==> src/rtl/cordic_share_arbiter.sv <==
// Round-robin sharing of one AXI-Stream CORDIC core between NUM_REQ requesters,
// with in-order tag routing of results. Optional per-requester grant counters: CORDIC_ARB_STATS_EN.
module cordic_share_arbiter #(
   parameter int unsigned NUM_REQ      = 4,
   parameter int unsigned DATA_WIDTH   = 64,
   parameter int unsigned MAX_INFLIGHT = 16
) (
   input  logic                            s00_axis_aclk,
   input  logic                            s00_axis_aresetn,
   input  logic [NUM_REQ-1:0]              s_req_tvalid,
   input  logic [NUM_REQ*DATA_WIDTH-1:0]   s_req_tdata,
   output logic [NUM_REQ-1:0]              s_req_tready,
   output logic                            m_cordic_tvalid,
   output logic [DATA_WIDTH-1:0]           m_cordic_tdata,
   input  logic                            m_cordic_tready,
   input  logic                            s_cordic_tvalid,
   input  logic [DATA_WIDTH-1:0]           s_cordic_tdata,
   output logic                            s_cordic_tready,
   output logic [NUM_REQ-1:0]              m_res_tvalid,
   output logic [NUM_REQ*DATA_WIDTH-1:0]   m_res_tdata,
   input  logic [NUM_REQ-1:0]              m_res_tready,
   output logic [$clog2(MAX_INFLIGHT):0]   inflight,
   output logic                            orphan_err
`ifdef CORDIC_ARB_STATS_EN
   ,
   output logic [NUM_REQ*16-1:0]           grant_count
`endif
);

   localparam int unsigned ID_W  = $clog2(NUM_REQ);
   localparam int unsigned AW    = (MAX_INFLIGHT > 1) ? $clog2(MAX_INFLIGHT) : 1;
   localparam int unsigned CNT_W = $clog2(MAX_INFLIGHT) + 1;

   logic [ID_W-1:0] rr_ptr;
   logic [ID_W-1:0] locked_g;
   logic            lock;
   logic [ID_W-1:0] cand;
   logic            found;
   int unsigned     scan_idx;
   logic [ID_W-1:0] g;
   logic [ID_W-1:0] next_rr;

   logic [ID_W-1:0] tag_mem [MAX_INFLIGHT];
   logic [AW-1:0]   wr_ptr;
   logic [AW-1:0]   rd_ptr;
   logic [ID_W-1:0] head;
   logic            fifo_full;
   logic            fifo_empty;
   logic            push;
   logic            pop;

   assign fifo_full  = (inflight == CNT_W'(MAX_INFLIGHT));
   assign fifo_empty = (inflight == '0);
   assign head       = tag_mem[rd_ptr];

   // First valid requester at or after rr_ptr, wrapping.
   always_comb begin
      cand     = '0;
      found    = 1'b0;
      scan_idx = 0;
      for (int unsigned k = 0; k < NUM_REQ; k++) begin
         scan_idx = (32'(rr_ptr) + k) % NUM_REQ;
         if (!found && s_req_tvalid[scan_idx]) begin
            cand  = ID_W'(scan_idx);
            found = 1'b1;
         end
      end
   end

   assign g       = lock ? locked_g : cand;
   assign next_rr = (g == ID_W'(NUM_REQ - 1)) ? '0 : g + ID_W'(1);

   assign m_cordic_tvalid = s00_axis_aresetn & (lock | (|s_req_tvalid)) & ~fifo_full;
   assign m_cordic_tdata  = s_req_tdata[32'(g)*DATA_WIDTH +: DATA_WIDTH];
   assign push            = m_cordic_tvalid & m_cordic_tready;

   always_comb begin
      s_req_tready    = '0;
      s_req_tready[g] = push;
   end

   // Results go to the requester whose tag sits at the FIFO head; orphans are sunk.
   assign s_cordic_tready = s00_axis_aresetn & (fifo_empty | m_res_tready[head]);
   assign pop             = s_cordic_tvalid & s_cordic_tready & ~fifo_empty;
   assign m_res_tdata     = {NUM_REQ{s_cordic_tdata}};

   always_comb begin
      m_res_tvalid       = '0;
      m_res_tvalid[head] = s00_axis_aresetn & s_cordic_tvalid & ~fifo_empty;
   end

   always_ff @(posedge s00_axis_aclk) begin
      if (push) tag_mem[wr_ptr] <= g;
   end

   always_ff @(posedge s00_axis_aclk or negedge s00_axis_aresetn) begin
      if (!s00_axis_aresetn) begin
         rr_ptr     <= '0;
         lock       <= 1'b0;
         locked_g   <= '0;
         wr_ptr     <= '0;
         rd_ptr     <= '0;
         inflight   <= '0;
         orphan_err <= 1'b0;
      end else begin
         if (push) begin
            rr_ptr <= next_rr;
            lock   <= 1'b0;
            wr_ptr <= wr_ptr + AW'(1);
         end else if (m_cordic_tvalid) begin
            lock     <= 1'b1;
            locked_g <= g;
         end
         if (pop) rd_ptr <= rd_ptr + AW'(1);
         case ({push, pop})
            2'b10:   inflight <= inflight + CNT_W'(1);
            2'b01:   inflight <= inflight - CNT_W'(1);
            default: inflight <= inflight;
         endcase
         if (s_cordic_tvalid && fifo_empty) orphan_err <= 1'b1;
      end
   end

`ifdef CORDIC_ARB_STATS_EN
   logic [15:0] gcnt [NUM_REQ];

   // Saturating count of accepted beats per requester.
   always_ff @(posedge s00_axis_aclk or negedge s00_axis_aresetn) begin
      if (!s00_axis_aresetn) begin
         for (int unsigned i = 0; i < NUM_REQ; i++) gcnt[i] <= '0;
      end else if (push && gcnt[g] != 16'hFFFF) begin
         gcnt[g] <= gcnt[g] + 16'd1;
      end
   end

   for (genvar i = 0; i < NUM_REQ; i++) begin : g_cnt
      assign grant_count[i*16 +: 16] = gcnt[i];
   end
`endif

endmodule
==> config.mk <==
export PLATFORM = sky130hd
export DESIGN_NAME = cordic_share_arbiter
export DESIGN_NICKNAME = d
export VERILOG_FILES = /design/src/rtl/cordic_share_arbiter.sv
export SDC_FILE = /design/constraint.sdc
export NUM_CORES = 1
export LEC_CHECK = 0
export CORE_AREA = 5 5 260 262
export CTS_BUF_LIST = sky130_fd_sc_hd__clkbuf_16
export DETAILED_ROUTE_END_ITERATION = 7
export DIE_AREA = 0 0 265 267
export GPL_TIMING_DRIVEN = 0
export PLACE_DENSITY_LB_ADDON = 0.08
export SKIP_CTS_REPAIR_TIMING = 1
export SYNTH_ARGS = -nofsm -noshare
export SYNTH_HDL_FRONTEND = slang
export SYNTH_SLANG_ARGS = --single-unit
export TNS_END_PERCENT = 1
==> constraint.sdc <==
create_clock -name s00_axis_aclk -period 4.3 [get_ports s00_axis_aclk]
set_clock_uncertainty 0.2 [all_clocks]
set_input_delay 0.86 -clock s00_axis_aclk [delete_from_list [all_inputs] [get_ports s00_axis_aclk]]
set_output_delay 0.86 -clock s00_axis_aclk [all_outputs]
set_load 0.01 [all_outputs]
==> metrics.yaml <==
status: "complete, but fails checks"
violations: "setup timing"
grt_antenna_before_repair: 30
crit_path_max_fanout: 11
worst-r2r-cell-count: 15
met2_usage: 0.264
grt_max_degree: 28
die_width_um: 265
layout_common_cells: "clkdlybuf4s50_1, buf_4, a21oi_1"
synth_edf_count: 32
dieArea_mm2: 0.0708
ys_seq_area_frac: 0.215
place_area_mm2: 0.0138
firstDrtPassIters: 4
synth_top_area_cell: "buf_4"
whs_ns: 0.269
power_frac_comb: 0.799
core_region_area_mm2: 0.0652
period_needed_ns: 4.41
cts_buffer_depth: 2
hold_depth: 1
p_int_mw: 3.24
hp-start: "orphan_err"
root_buffer: "clkbuf_16"
port_buffers: 603
critical_path_class: "in2out"
max_stage_delay_ns: 0.57
sequentialPowerShare: 0.124
cts_tree: "built"
hold_end: "orphan_err"
synth.area.top_cells: "buf_4, edfxtp_1, mux2i_1"
crit_chain: "clkdlybuf4s50_1, a21boi_2, o41ai_4, buf_12, buf_8, buf_12, buf_4, a211oi_1, a21oi_1, clkdlybuf4s50_1"
rrSetupSlack_ns: 0.70
max_freq_mhz: 227
cts_sinks: 51
rsz0062_at_grt: "yes"
hold_violations: 0
nNetsFinal: 1725
crit_slowest_cell: "clkdlybuf4s50_1"
switching_share: 0.464
layout_commonest_cell: "clkdlybuf4s50_1"
ys_ff_latch: 51
r2r_end: "inflight[4]"
ys_types: 53
synthFlopType: "edfxtp_1"
setup_violations: 2
synth_top_cell_area_share: 0.292
die_height_um: 267
synthArstFlopShare: 0.373
grt.total_usage: 0.132
min_path_type: "reg2reg"
required_ns: 3.24
vias: 7458
reg2reg_from: "rd_ptr[2]"
slew_headroom: 0.582
switchingPower_mw: 2.81
drcViolationCount: 0
clkPwrFrac: 0.077
drive_above_1_share: 0.266
rows: 94
gp_congestion: 0.809
drt_iter0_markers: 221
drv_cap: 0
powerDensity_mw_per_mm2: 422
grtUsageMet3: 0.0456
fin_ws_ns: -0.114
critical_path.startpoint_type: "primary input"
grt_most_used_layer: "met2"
clkLatencyLatePin_ns: 0.29
final_max_slew_viol_count: 0
tightest_slew_ns: 0.626
grt_pass1_vias: 8046
peakVddDrop_uv: 150
overflow: 0
grt_first_pass_wirelength_mm: 66.9
leakagePower_nw: 6.04
place_hpwl_mm: 44.9
yosysWarningCount: 0
period_share: 1.03
syn_area_mm2: 0.00667
netlist_instances: 762
htree_levels: 2
ant_nets: 0
viasPerCell: 3.30
grt_use_met1: 0.137
end_kind: "output port"
area_growth_pct: 115
initial_core_util: 0.102
synthesis.nets: 1108
pin_count: 668
wirelength_mm: 50.5
path_clk_slew_ns: 0.07
syn_area_per_cell_um2: 8.75
final_area_mm2: 0.0143
drt-wirelength-per-cell_um: 22.4
cts_buffers: 5
arrival_ns: 3.35
==> cell usage after synthesis, drive strengths merged, types with 3 or more instances <==
master / number
a21oi: 69
dfrtp: 19
mux4: 8
xnor2: 6
o21ai: 6
xor2: 5
o22ai: 4
nand2b: 6
nand3: 4
mux2: 4
a211oi: 64
buf: 278
and2: 3
inv: 10
mux2i: 66
edfxtp: 32
a21o: 3
nor3: 6
nor2b: 66
clkbuf: 21
and3: 4
nor2: 23
ha: 13
nand2: 21
==> per-stage QoR <==
stage	instances	power [mW]	util	setup TNS (ns)	setup slack (ns)
after floorplan	762	3.11	-	0	0.423
after CTS	2237	6.18	0.215	-99.24	-2.01
after detailed placement	2229	5.67	0.212	-107.47	-2.01
final	2257	6.04	0.220	-0.205	-0.114
after global placement	2229	5.69	0.212	-163.79	-3.03
after global routing	2247	6.57	0.220	-0.437	-0.214
==> critical path: cells and delay by family <==
family | cells | cell delay (ns)
AOI/OAI and AO/OA | 4 | 0.71
buffers and inverters | 6 | 1.77
==> cell families after synthesis <==
family | share of synthesized area
XOR/XNOR | 0.0144
flip-flops | 0.215
AND/OR/NAND/NOR | 0.117
AO/OA/AOI/OAI | 0.155
buffers and inverters | 0.333
multiplexers | 0.138
adder cells (fa/ha/maj) | 0.0274
==> cell type report <==
class	instances	area, um^2
clock inverter	3	46.3
buffer	299	2300
fill	7260	50800
clock buffer	5	125
antenna	13	32.5
timing repair buffer	610	6150
multi-input combinational	402	3120
tap	864	1080
sequential	51	1440
inverter	10	37.5
==> how the worst max path moves through the flow <==
| stage | end | slack (ns) | start | depth (start not counted) |
|---|---|---|---|---|
| after CTS | s_req_tready[3] | -2.01 | s_req_tvalid[3] | 8 |
| after floorplan | s_req_tready[0] | 0.42 | s_req_tvalid[2] | 8 |
| after detailed placement | s_req_tready[3] | -2.01 | s_req_tvalid[3] | 8 |
| final | m_cordic_tdata[22] | -0.11 | s_req_tvalid[1] | 10 |
| after global routing | m_cordic_tdata[22] | -0.21 | s_req_tvalid[1] | 10 |
| after global placement | s_req_tready[3] | -3.03 | s_req_tvalid[2] | 9 |
==> registers in the layout, summed over array words and instances (netlist names) <==
register	count
inflight	5
lock	1
locked_g	2
orphan_err	1
rd_ptr	4
rr_ptr	2
tag_mem	32
wr_ptr	4
==> routing by layer <==
layer / up-vias / share of wire
met5: - / 0.0026
met1: 3471 / 0.35
met3: 61 / 0.076
li1: 3636 / -
met2: 270 / 0.56
met4: 20 / 0.011
==> power by group through the flow <==
| stage | clock (mW) | combinational [mW] | sequential (mW) |
|---|---|---|---|
| final | 0.463 | 4.83 | 0.751 |
| after global routing | 0.503 | 5.29 | 0.769 |
| after CTS | 0.483 | 4.94 | 0.756 |
| after detailed placement | 0 | 4.91 | 0.765 |
| after global placement | 0 | 4.92 | 0.764 |
| after floorplan | 0 | 2.36 | 0.749 |
(Power assumes the default switching activity.)
